<file path="src/rtl/sram_like_arbiter_if.sv">
// Bundle of the N master-side SRAM-like channels plus the single downstream
// SRAM-like port that the arbiter merges them onto.
interface sram_like_arbiter_if #(
    parameter int NUM_CH = 2
) ();

    // Master-side channels, channel i occupies slice i of each vector
    logic [NUM_CH-1:0]    m_req;
    logic [NUM_CH-1:0]    m_wr;
    logic [2*NUM_CH-1:0]  m_size;
    logic [4*NUM_CH-1:0]  m_wstrb;
    logic [32*NUM_CH-1:0] m_addr;
    logic [32*NUM_CH-1:0] m_wdata;
    logic [NUM_CH-1:0]    m_addr_ok;
    logic [NUM_CH-1:0]    m_data_ok;
    logic [31:0]          m_rdata;

    // Downstream port
    logic                 s_req;
    logic                 s_wr;
    logic [1:0]           s_size;
    logic [3:0]           s_wstrb;
    logic [31:0]          s_addr;
    logic [31:0]          s_wdata;
    logic                 s_addr_ok;
    logic                 s_data_ok;
    logic [31:0]          s_rdata;

    // Arbiter view: receives master requests and downstream handshakes
    modport slave (
        input  m_req, m_wr, m_size, m_wstrb, m_addr, m_wdata,
        input  s_addr_ok, s_data_ok, s_rdata,
        output m_addr_ok, m_data_ok, m_rdata,
        output s_req, s_wr, s_size, s_wstrb, s_addr, s_wdata
    );

    // Environment view: CPU masters and the memory bridge together
    modport master (
        output m_req, m_wr, m_size, m_wstrb, m_addr, m_wdata,
        output s_addr_ok, s_data_ok, s_rdata,
        input  m_addr_ok, m_data_ok, m_rdata,
        input  s_req, s_wr, s_size, s_wstrb, s_addr, s_wdata
    );

endinterface

</file>
<file path="src/rtl/sram_like_arbiter.sv">
// N-channel fixed-priority (highest index wins) arbiter merging SRAM-like
// masters onto one downstream port. A stalled grant is locked until the
// downstream accepts it; accepted channel IDs are kept in an in-order queue
// so each downstream data_ok is routed back to the channel that issued it.
module sram_like_arbiter #(
    parameter int NUM_CH    = 2,
    parameter int OUT_DEPTH = 4
) (
    input  logic                         clk,
    input  logic                         reset,
    sram_like_arbiter_if.slave           bus,
    output logic [$clog2(OUT_DEPTH):0]   outstanding,
    output logic                         proto_err
);

    localparam int ID_W  = $clog2(NUM_CH);
    localparam int PTR_W = $clog2(OUT_DEPTH);
    localparam int CNT_W = PTR_W + 1;

    // Lock and ID queue state
    logic                lock_valid_r;
    logic [ID_W-1:0]     lock_id_r;
    logic [ID_W-1:0]     queue_r [OUT_DEPTH];
    logic [PTR_W-1:0]    wr_ptr_r;
    logic [PTR_W-1:0]    rd_ptr_r;
    logic [CNT_W-1:0]    outstanding_r;
    logic                proto_err_r;

    // Combinational arbitration and routing
    logic [ID_W-1:0]     high_id_s;
    logic                lock_hold_s;
    logic [ID_W-1:0]     grant_s;
    logic                s_req_s;
    logic                accept_s;
    logic                pop_s;
    logic                spurious_s;
    logic [ID_W-1:0]     head_id_s;
    logic                s_wr_s;
    logic [1:0]          s_size_s;
    logic [3:0]          s_wstrb_s;
    logic [31:0]         s_addr_s;
    logic [31:0]         s_wdata_s;
    logic [NUM_CH-1:0]   addr_ok_s;
    logic [NUM_CH-1:0]   data_ok_s;

    // Highest-index requesting channel; the last match in the scan wins
    always_comb begin
        high_id_s = {ID_W{1'b0}};
        for (int i = 0; i < NUM_CH; i++) begin
            high_id_s = bus.m_req[i] ? ID_W'(i) : high_id_s;
        end
    end

    // A lock only counts while its owner still requests; a dropped request
    // falls back to normal priority in the same cycle.
    assign lock_hold_s = lock_valid_r & bus.m_req[lock_id_r];
    assign grant_s     = lock_hold_s ? lock_id_r : high_id_s;

    // A full queue masks the request even if a pop happens this cycle
    assign s_req_s    = (|bus.m_req) & (outstanding_r < CNT_W'(OUT_DEPTH));
    assign accept_s   = s_req_s & bus.s_addr_ok;
    assign pop_s      = bus.s_data_ok & (outstanding_r != {CNT_W{1'b0}});
    assign spurious_s = bus.s_data_ok & (outstanding_r == {CNT_W{1'b0}});
    assign head_id_s  = queue_r[rd_ptr_r];

    // AND-OR mux of the granted channel onto the downstream port, zero when idle
    always_comb begin
        s_wr_s    = 1'b0;
        s_size_s  = 2'b00;
        s_wstrb_s = 4'h0;
        s_addr_s  = 32'h0000_0000;
        s_wdata_s = 32'h0000_0000;
        for (int i = 0; i < NUM_CH; i++) begin
            s_wr_s    = s_wr_s    | (s_req_s & (grant_s == ID_W'(i)) & bus.m_wr[i]);
            s_size_s  = s_size_s  | ({2{s_req_s & (grant_s == ID_W'(i))}}  & bus.m_size[2*i +: 2]);
            s_wstrb_s = s_wstrb_s | ({4{s_req_s & (grant_s == ID_W'(i))}}  & bus.m_wstrb[4*i +: 4]);
            s_addr_s  = s_addr_s  | ({32{s_req_s & (grant_s == ID_W'(i))}} & bus.m_addr[32*i +: 32]);
            s_wdata_s = s_wdata_s | ({32{s_req_s & (grant_s == ID_W'(i))}} & bus.m_wdata[32*i +: 32]);
        end
    end

    // One-hot accept to the granted channel and response to the queue head
    always_comb begin
        addr_ok_s = {NUM_CH{1'b0}};
        data_ok_s = {NUM_CH{1'b0}};
        for (int i = 0; i < NUM_CH; i++) begin
            addr_ok_s[i] = accept_s & (grant_s == ID_W'(i));
            data_ok_s[i] = pop_s & (head_id_s == ID_W'(i));
        end
    end

    assign bus.s_req     = s_req_s;
    assign bus.s_wr      = s_wr_s;
    assign bus.s_size    = s_size_s;
    assign bus.s_wstrb   = s_wstrb_s;
    assign bus.s_addr    = s_addr_s;
    assign bus.s_wdata   = s_wdata_s;
    assign bus.m_addr_ok = addr_ok_s;
    assign bus.m_data_ok = data_ok_s;
    assign bus.m_rdata   = {32{pop_s}} & bus.s_rdata;
    assign outstanding   = outstanding_r;
    assign proto_err     = proto_err_r;

    // Grant lock: hold a stalled downstream request until it is accepted
    always_ff @(posedge clk or posedge reset) begin
        if (reset) begin
            lock_valid_r <= 1'b0;
            lock_id_r    <= {ID_W{1'b0}};
        end else if (s_req_s) begin
            lock_valid_r <= ~bus.s_addr_ok;
            lock_id_r    <= grant_s;
        end else begin
            lock_valid_r <= lock_hold_s;
            lock_id_r    <= lock_id_r;
        end
    end

    // ID queue write side: record the channel of every accepted request
    always_ff @(posedge clk or posedge reset) begin
        if (reset) begin
            wr_ptr_r <= {PTR_W{1'b0}};
            for (int k = 0; k < OUT_DEPTH; k++) begin
                queue_r[k] <= {ID_W{1'b0}};
            end
        end else if (accept_s) begin
            queue_r[wr_ptr_r] <= grant_s;
            wr_ptr_r          <= wr_ptr_r + PTR_W'(1);
        end
    end

    // ID queue read side: advance past the head on each routed response
    always_ff @(posedge clk or posedge reset) begin
        if (reset) begin
            rd_ptr_r <= {PTR_W{1'b0}};
        end else if (pop_s) begin
            rd_ptr_r <= rd_ptr_r + PTR_W'(1);
        end
    end

    // Occupancy counter; simultaneous push and pop leaves it unchanged
    always_ff @(posedge clk or posedge reset) begin
        if (reset) begin
            outstanding_r <= {CNT_W{1'b0}};
        end else begin
            case ({accept_s, pop_s})
                2'b10:   outstanding_r <= outstanding_r + CNT_W'(1);
                2'b01:   outstanding_r <= outstanding_r - CNT_W'(1);
                default: outstanding_r <= outstanding_r;
            endcase
        end
    end

    // Sticky flag for a downstream response with nothing outstanding
    always_ff @(posedge clk or posedge reset) begin
        if (reset) begin
            proto_err_r <= 1'b0;
        end else begin
            proto_err_r <= proto_err_r | spurious_s;
        end
    end

endmodule

</file>
<file path="src/flat_wrapper.sv">
// flat-port wrapper written by rule: the top's interface ports become plain ports
module sram_like_arbiter_flat 
#(
    parameter int NUM_CH    = 2,
    parameter int OUT_DEPTH = 4
)
  (clk, reset, outstanding, proto_err, bus_m_req, bus_m_wr, bus_m_size, bus_m_wstrb, bus_m_addr, bus_m_wdata, bus_s_addr_ok, bus_s_data_ok, bus_s_rdata, bus_m_addr_ok, bus_m_data_ok, bus_m_rdata, bus_s_req, bus_s_wr, bus_s_size, bus_s_wstrb, bus_s_addr, bus_s_wdata);
  sram_like_arbiter_if #(.NUM_CH(NUM_CH)) bus_i ();
  input  logic clk;
  input  logic reset;
  output logic [$clog2(OUT_DEPTH):0] outstanding;
  output logic proto_err;
  input wire logic [$bits(bus_i.m_req)-1:0] bus_m_req;
  input wire logic [$bits(bus_i.m_wr)-1:0] bus_m_wr;
  input wire logic [$bits(bus_i.m_size)-1:0] bus_m_size;
  input wire logic [$bits(bus_i.m_wstrb)-1:0] bus_m_wstrb;
  input wire logic [$bits(bus_i.m_addr)-1:0] bus_m_addr;
  input wire logic [$bits(bus_i.m_wdata)-1:0] bus_m_wdata;
  input wire logic [$bits(bus_i.s_addr_ok)-1:0] bus_s_addr_ok;
  input wire logic [$bits(bus_i.s_data_ok)-1:0] bus_s_data_ok;
  input wire logic [$bits(bus_i.s_rdata)-1:0] bus_s_rdata;
  output wire logic [$bits(bus_i.m_addr_ok)-1:0] bus_m_addr_ok;
  output wire logic [$bits(bus_i.m_data_ok)-1:0] bus_m_data_ok;
  output wire logic [$bits(bus_i.m_rdata)-1:0] bus_m_rdata;
  output wire logic [$bits(bus_i.s_req)-1:0] bus_s_req;
  output wire logic [$bits(bus_i.s_wr)-1:0] bus_s_wr;
  output wire logic [$bits(bus_i.s_size)-1:0] bus_s_size;
  output wire logic [$bits(bus_i.s_wstrb)-1:0] bus_s_wstrb;
  output wire logic [$bits(bus_i.s_addr)-1:0] bus_s_addr;
  output wire logic [$bits(bus_i.s_wdata)-1:0] bus_s_wdata;
  assign bus_i.m_req = bus_m_req;
  assign bus_i.m_wr = bus_m_wr;
  assign bus_i.m_size = bus_m_size;
  assign bus_i.m_wstrb = bus_m_wstrb;
  assign bus_i.m_addr = bus_m_addr;
  assign bus_i.m_wdata = bus_m_wdata;
  assign bus_i.s_addr_ok = bus_s_addr_ok;
  assign bus_i.s_data_ok = bus_s_data_ok;
  assign bus_i.s_rdata = bus_s_rdata;
  assign bus_m_addr_ok = bus_i.m_addr_ok;
  assign bus_m_data_ok = bus_i.m_data_ok;
  assign bus_m_rdata = bus_i.m_rdata;
  assign bus_s_req = bus_i.s_req;
  assign bus_s_wr = bus_i.s_wr;
  assign bus_s_size = bus_i.s_size;
  assign bus_s_wstrb = bus_i.s_wstrb;
  assign bus_s_addr = bus_i.s_addr;
  assign bus_s_wdata = bus_i.s_wdata;
  sram_like_arbiter #(.NUM_CH(NUM_CH), .OUT_DEPTH(OUT_DEPTH)) u_core (.clk(clk), .reset(reset), .bus(bus_i), .outstanding(outstanding), .proto_err(proto_err));
endmodule
</file>
<file path="config.mk">
export PLATFORM = sky130hd
export DESIGN_NAME = sram_like_arbiter_flat
export DESIGN_NICKNAME = d
export VERILOG_FILES = /design/src/rtl/sram_like_arbiter_if.sv /design/src/rtl/sram_like_arbiter.sv /design/src/flat_wrapper.sv
export SDC_FILE = /design/constraint.sdc
export NUM_CORES = 1
export LEC_CHECK = 0
export ABC_AREA = 1
export BUFFER_PORTS_ARGS = -buffer_cell sky130_fd_sc_hd__buf_2
export CORE_AREA = 2 2 112 114
export CTS_CLUSTER_DIAMETER = 40
export DETAILED_ROUTE_END_ITERATION = 12
export DIE_AREA = 0 0 114 116
export HOLD_SLACK_MARGIN = 0.02
export SYNTH_ARGS = -nofsm -noshare
export SYNTH_HDL_FRONTEND = slang
export SYNTH_SLANG_ARGS = --single-unit
</file>
<file path="constraint.sdc">
create_clock -name clk -period 5.37 [get_ports clk]
set_clock_uncertainty 0.2 [all_clocks]
set_input_delay 0.537 -clock clk [delete_from_list [all_inputs] [get_ports clk]]
set_output_delay 0.537 -clock clk [all_outputs]
set_load 0.05 [all_outputs]
</file>
=== Word-level counts from Yosys, hierarchy flattened ===
Cells that the tools add are included.

* Flip-flop bits (word level): 14
* Input bits: 180
* Output and inout port bits: 112
* Word-level logic and storage cells: 71

* Add/sub/neg operators: 4
* Order comparisons: 5
* Equal/unequal tests: 2
* Muxes and demuxes: 12
* Bitwise gates (word level): 33
* Reduce and logical (&&, ||, !) cells: 5

{| class="wikitable"
|+ Operators with widths
! operator !! count
|-
| $and 32x32->32 || 5
|-
| $or 32x32->32 || 2
|-
| $and 1x1->1 || 13
|-
| $and 4x4->4 || 2
|-
| $mux 1 || 8
|-
| $ge 3x3->1 const B || 2
|-
| $not 2->3 || 2
|-
| $pmux 3 s2 || 1
|-
| $add 2x1->2 const B || 2
|-
| $and 2x2->2 || 2
|-
| $bwmux 4 || 1
|-
| $or 4x4->4 || 1
|-
| $add 3x1->3 const B || 1
|-
| $logic_not 3->1 || 1
|-
| $lt 3x1->1 const B || 1
|-
| $lt 3x3->1 const B || 1
|-
| $not 1->1 || 3
|-
| $reduce_bool 3->1 || 1
|-
| $sub 3x1->3 const B || 1
|-
| $bmux 1 s2 || 1
|-
| $demux 1 s2 || 1
|-
| $eq 2x1->1 const B || 1
|-
| $eq 2x2->1 const B || 1
|-
| $lt 1x2->1 const B || 1
|-
| 5 further kinds || 6
|}

=== Logic depth before layout (Yosys ltp) ===
Gate-level depths: netlist (run 1).

* Depth after elaboration: 8
* Gate-level depth with buffers: 13

=== Least setup slack after synthesis (run 1) ===
OpenSTA, ideal clock, no wires.

* Kind: register to output
* Start: register u_core.outstanding_r[2], in the netlist u_core.outstanding[2]
* End: output port bus_m_rdata[22]
* Data arrival time: 1.967 ns
* Setup slack: 2.666 ns
* Cell stages (with the launch flop): 7
* Path through: dfrtp_1 inv_2 nand3_1 nand2_1 buf_4 buf_6 nor2_1

* Word-level cells in the longest chain between the ends: 3

{| class="wikitable"
|+ Ends and longest elaborated chain
! what !! RTL line !! text
|-
| from (decl) || sram_like_arbiter.sv:26 || <nowiki>logic [CNT_W-1:0] outstanding_r;</nowiki>
|-
| from (signal assigned) || sram_like_arbiter.sv:143 || <nowiki>outstanding_r <= {CNT_W{1'b0}};</nowiki>
|-
| from (signal assigned) || sram_like_arbiter.sv:146 || <nowiki>2'b10: outstanding_r <= outstanding_r + CNT_W'(1);</nowiki>
|-
| from (signal assigned) || sram_like_arbiter.sv:147 || <nowiki>2'b01: outstanding_r <= outstanding_r - CNT_W'(1);</nowiki>
|-
| $reduce_bool 3->1 || sram_like_arbiter.sv:62 || <nowiki>assign pop_s = bus.s_data_ok & (outstanding_r != {CNT_W{1'b0}});</nowiki>
|-
| $and 1x1->1 || sram_like_arbiter.sv:62 ||
|-
| $and 32x32->32 || sram_like_arbiter.sv:100 || <nowiki>assign bus.m_rdata = {32{pop_s}} & bus.s_rdata;</nowiki>
|-
| to (decl) || flat_wrapper.sv:24 || <nowiki>output wire logic [$bits(bus_i.m_rdata)-1:0] bus_m_rdata;</nowiki>
|}

No other way between the ends.

=== Worst setup path after layout (run 1) ===
* Start: register u_core.outstanding_r[2], in the netlist u_core.outstanding[2]
* End: output port bus_s_wdata[2]

* Word-level cells in the longest chain between the ends: 5
* Elaborated cells between the ends (all ways): 7

{| class="wikitable"
|+ Ends and longest elaborated chain
! what !! RTL line !! text
|-
| $lt 3x3->1 (*) || sram_like_arbiter.sv:60 || <nowiki>assign s_req_s = (|bus.m_req) & (outstanding_r < CNT_W'(OUT_DEPTH));</nowiki>
|-
| $and 1x1->1 (*) || sram_like_arbiter.sv:60 ||
|-
| $and 1x1->1 || sram_like_arbiter.sv:78 || <nowiki>s_wdata_s = s_wdata_s | ({32{s_req_s & (grant_s == ID_W'(i))}} & bus.m_wdata[32*i +: 32]);</nowiki>
|-
| $and 32x32->32 || sram_like_arbiter.sv:78 ||
|-
| $or 32x32->32 (*) || sram_like_arbiter.sv:78 ||
|-
| to (decl) || flat_wrapper.sv:30 || <nowiki>output wire logic [$bits(bus_i.s_wdata)-1:0] bus_s_wdata;</nowiki>
|}

Every way passes the cells marked *; elsewhere a longest branch is shown, timed or not.

==> results of run 1 <==
final timing paths:
check | end | slack [ns] | from
max | bus_s_wdata[2] | 2.17 | u_core.outstanding[2]
min | u_core.rd_ptr_r[1] | 0.13 | reset
max reg2reg | u_core.outstanding[2] | 3.02 | u_core.outstanding[2]
min reg2reg | u_core.proto_err | 0.28 | u_core.proto_err
max in group asynchronous | u_core.queue_r[0] | 4.48 | reset
min in group clk | u_core.proto_err | 0.28 | u_core.proto_err
routing by layer:
layer  wire length, um  up-vias  share of wire, %
met2              4820      139                51
met3               681        8               7.2
li1                  -     1776                 -
met4               111        0               1.2
met1              3858     1422                41
met5                 0        -                 0
placed cells by master (no fill, tap or decap):
cell	netlist	final
buf_4	2	4
a21oi_1	2	2
buf_2	22	291
dfrtp_1	14	14
nor2_1	39	39
xnor2_1	2	2
nor2_4	1	1
nand2_2	3	3
nand3_1	76	76
clkbuf_16	0	3
inv_2	3	3
and2_1	1	1
nand2_1	166	166
fa_1	1	1
o21bai_1	1	1
nand3b_1	1	1
xor2_1	3	3
inv_1	50	50
ha_1	5	5
o21ai_0	4	4
nand4_1	4	4
nand3_2	1	1
state kept, by name, indices dropped and copies added, names as in the netlist:
signal	count
u_core.queue_r	4
u_core.lock_id_r	1
u_core.proto_err	1
u_core.outstanding	3
u_core.lock_valid_r	1
u_core.wr_ptr_r	2
u_core.rd_ptr_r	2
through the flow:
stage / std cells / cell area [um^2] / worst slack [ns] / utilization (%) / hold WS, ns
finish: 822 / 3687 / 2.169 / 30.96 / 0.1305
global route: 822 / 3687 / 1.938 / 30.96 / 0.1808
CTS: 822 / 3687 / 2.089 / 30.96 / 0.1603
detailed placement: 819 / 3612 / 2.140 / 30.33 / 0.2727
global placement: 819 / 3612 / 2.146 / 30.33 / 0.2606
floorplan: 404 / 2093 / 2.666 / - / 0.2262
layout make-up:
| cell class | count | area (um^2) | share of cell area (%) |
|---|---|---|---|
| inverters | 53 | 198.9 | 5.395 |
| multi-input cells | 310 | 1393 | 37.77 |
| clock buffers | 3 | 75.07 | 2.036 |
| well taps | 147 | 183.9 | 4.988 |
| repair buffers | 295 | 1486 | 40.31 |
| flip-flops and latches | 14 | 350.3 | 9.501 |
power by group through the flow:
stage          combinational, mW  clock (mW)  sequential [mW]
4_1_cts                     1.63       0.139            0.201
3_3_place_gp                1.63           0            0.201
2_1_floorplan               1.23           0            0.234
3_5_place_dp                1.63           0            0.202
5_1_grt                     1.73       0.145            0.208
6_report                    1.62       0.136            0.201
cell families (layout without fill, tap and decap cells):
group           Yosys count  in the layout  synth area share (%)
simple gates            292            292                 58.70
buf+inv                  80            351                 16.74
flops                    14             14                 16.74
compound gates            7              7                 1.793
fa+ha+maj                 6              6                 3.945
xor+xnor                  5              5                 2.092
==> flow_summary.ini, run 1 <==
[run_status]
outcome = finished clean

[worst_setup_path]
cp_cell_sequence = inv_2, nand2_2, inv_2, buf_4, nand3_1, nand2_1, buf_2
crit_family = buffers and inverters
slowest_stage = buf_4
max_stage_delay_ns = 0.48
worstSetupEndpointType = primary output
crit_top_cell = inv_2
worstRegToRegCells = 8
path_buf_inv = 4
critPathMaxFanout = 41
path_class = flip-flop to primary output
startpoint_type = flip-flop
worst_ep_arrival_time_ns = 2.46
crit_required_ns = 4.63
path_depth = 7

[power]
p_int_mw = 0.6156
clkPwrFrac_pct = 7.0
power_density_nw_per_um2 = 529.9
seqPwrFrac_pct = 10.3
ir_drop_v = 0.0003093
total_power_mw = 1.954
netSwitchingFraction_pct = 68.50
pwr-share-comb_pct = 82.8
leakagePower_nw = 2.568
switchingPower_mw = 1.338

[placement]
place_hpwl_mm = 7.678
port-buffer-count = 291
place_congestion = 0.8007

[grt]
met3_usage_pct = 1.935
gr-total-overflow = 0
grt_pass1_wl_mm = 13.55
met2_usage_pct = 23.06
use_met1_pct = 15.11
track_usage_pct = 12.29
grt_max_degree = 75
top_usage_layer = met2
antenna_found_initial = 0
grt_pass1_vias = 2897

[clocking]
cts_buffers = 3
cts_tree = done
hold_buffers = 0
cts_root_buf = clkbuf_16
clkLatencyLatePin_ns = 0.24
cts_setup_buffers = 0
clock_path_buffers = 2
h-tree-depth = 1
cts_resized = 0
clk_pin_slew_ns = 0.04
cts_sinks = 14

[floorplanning]
rows = 40
die_x_um = 114
num_io_pins = 292
die_area_um2 = 13220
initial_utilization_pct = 17.57
core_um2 = 11910
dieHeight_um = 116

[routing]
vias = 3345
first_pass_iters = 4
drt_wl_total_mm = 9.471
drc = 0
wl_per_cell_um = 11.52
postRouteAntennaNets = 0
drt_iter0_drc = 194
viasPerCell = 4.069

[timing]
grt_setup_unrepaired = no
relSlewSlack_pct = 32.65
finalSetupTns_ns = 0
fin_crit_ns = 3.201
fmax_mhz = 312.4
layout_worst_path_cycle_share_pct = 59.62
slew_viol_final = 0
setup_viol = 0
hold_violations = 0
tightest_slew_ns = 1.008

[yosys]
synth_top_cell_by_area = nand2_1
syn_nets = 590
synth_most_common_cell = nand2_1
ys_top_cells_by_count = 166 x nand2_1, 76 x nand3_1, 50 x inv_1, 39 x nor2_1, 22 x buf_2
synth_cells = 404
yosysWarnings = 0
async_flop_share_pct = 100.0
ys.flop_type = dfrtp_1
netlist_area_um2 = 2093
synthTopCellsByArea = nand2_1 30%, nand3_1 18%, dfrtp_1 17%
ys_seq_area_share_pct = 16.74
synth_top_area_share_pct = 29.77
synth.distinct_cells = 23
syn_avg_cell_area_um2 = 5.181
synth_edf_count = 0
ys_ff_latch = 14

[cells_and_area]
num-nets-final = 863
area_delta_synth_final_pct = 76.15
antenna_cells = 0
fill_cells = 1369
layout-drive-gt1-share_pct = 45.33

[min_path]
hp-class = input port to async pin

[flow_run]
max_cap_violations = 0
Note: power is estimated with default switching activity, not from simulation.
==> run 2: changes to the inputs <==
- CORE_AREA: 2 2 112 114 -> 2 2 113 115
- DIE_AREA: 0 0 114 116 -> 0 0 115 117
- clock period: 5.37 -> 2.6 ns (I/O delays scaled with it)
==> flow_summary.ini, run 2 (synthesized netlist as in run 1, its figures left out) <==
[cells_and_area]
finalInstanceArea_um2 = 3797
num-nets-final = 868
fin_util_pct = 30.84
largest_reg_flops = 4
layout-drive-gt1-share_pct = 45.67
final_cell_mix = 290 x buf_2, 166 x nand2_1, 76 x nand3_1, 50 x inv_1, 39 x nor2_1
antenna_cells = 0
layout_commonest_cell = buf_2
top_register = u_core.queue_r
final_cells = 831
area_delta_synth_final_pct = 81.41

[flow_run]
max_cap_violations = 0

[worst_setup_path]
worstRegToRegCells = 10
crit_top_cell = nand2_1
ff2ff_setup_slack_ns = 0.55
startpoint_type = flip-flop
rr_startpoint = u_core.outstanding[2]
cp_cell_sequence = inv_2, nand3_2, nand2_2, nor2_4, buf_12, nand2_1, nand2_1, buf_2
path_class = flip-flop to primary output
worstSetupEndpointType = primary output
critPathMaxFanout = 63
crit_required_ns = 2.14
reg2reg_to = u_core.outstanding[2]
slowest_stage = dfrtp_1
max_stage_delay_ns = 0.37
worst_ep_arrival_time_ns = 1.83

[placement]
port-buffer-count = 291
dp_slack_ns = 0.5488
place_hpwl_mm = 7.391
dp.cells = 826
place_congestion = 0.7444
placed_cell_area_um2 = 3699

[floorplanning]
num_io_pins = 292
die_area_um2 = 13460
initial_utilization_pct = 17.00
rows = 41
dieHeight_um = 117
die_x_um = 115
core_um2 = 12310

[routing]
first_pass_iters = 4
viasPerCell = 4.028
wl_per_cell_um = 11.07
postRouteAntennaNets = 0
drc = 0
drt_wl_total_mm = 9.198
drt_iter0_drc = 139
vias = 3347

[clocking]
h-tree-depth = 1
cts_sinks = 14
cts_setup_buffers = 0
clkLatencyLatePin_ns = 0.25
clk_pin_slew_ns = 0.05
clock_path_buffers = 2
cts_root_buf = clkbuf_16
cts_buffers = 3
cts_tree = done

[power]
total_power_mw = 4.150
leakagePower_nw = 2.615
ir_drop_v = 0.0004591
power_density_nw_per_um2 = 1093

[grt]
grt_max_degree = 64
antenna_found_initial = 0
grt_pass1_vias = 2715
grt_pass1_wl_mm = 12.70
track_usage_pct = 11.49
gr-total-overflow = 0

[timing]
fin_crit_ns = 2.289
worst_hold_slack_ns = 0.07024
finalSetupTns_ns = 0
setup_viol = 0
layout_worst_path_cycle_share_pct = 88.06
slew_viol_final = 0
grt_setup_unrepaired = no
tightest_slew_ns = 0.5696
hold_violations = 0
fmax_mhz = 436.8
relSlewSlack_pct = 61.99
layout_setup_ws_ns = 0.3106

[min_path]
hp-class = input port to flip-flop
hold_end = u_core.proto_err
holdCritStartpoint = bus_s_data_ok
whs_path_depth = 3

[run_status]
outcome = finished clean
run 2: cell count changes in the layout (fill, tap and decap cells not counted), sizes merged:
cell         change
dlygate4sd3      +1
clkbuf           +1
buf              +4
run 2: critical path: cells and delay by family (launching register included):
family / cells / cell delay (ns)
AND/OR/NAND/NOR: 5 / 0.60
flip-flops: 1 / 0.37
buffers and inverters: 3 / 0.55
run 2: area by class of cell:
type / count / area (um^2)
clock buffers: 4 / 88.84
fillers: 1380 / 8514
inverters: 53 / 198.9
multi-input cells: 310 / 1393
flip-flops and latches: 14 / 350.3
well taps: 150 / 187.7
repair buffers: 300 / 1579
run 2: worst max path at each step:
stage	slack, ns	end	cells after the start	from
detailed placement	0.55	u_core.outstanding[2]	10	u_core.outstanding[2]
global route	0.17	bus_s_wdata[19]	8	u_core.lock_id_r
CTS	0.31	bus_s_wdata[19]	8	u_core.lock_id_r
global placement	0.56	u_core.outstanding[2]	10	u_core.outstanding[2]
floorplan	0.05	u_core.outstanding[2]	12	u_core.outstanding[2]
finish	0.31	bus_s_wdata[19]	8	u_core.lock_id_r
run 2: timing repair:
action,CTS,global route
gates resized for setup,0,0
hold endpoints to repair,14,0
hold buffers,1,0
run 2: per-layer routing:
| layer | share of wire, % | vias up | global-route usage (%) |
|---|---|---|---|
| met4 | 0.50 | 0 | 1.928 |
| li1 | - | 1784 | - |
| met1 | 43 | 1415 | 14.89 |
| met3 | 7.4 | 4 | 1.390 |
| met2 | 50 | 144 | 20.82 |
| met5 | 0 | - | 0 |
run 2: power by group:
| group | switching [mW] | internal (mW) |
|---|---|---|
| combinational | 2.60 | 0.822 |
| sequential | 0.0861 | 0.321 |
| clock | 0.0923 | 0.233 |
| total | 2.77 | 1.38 |
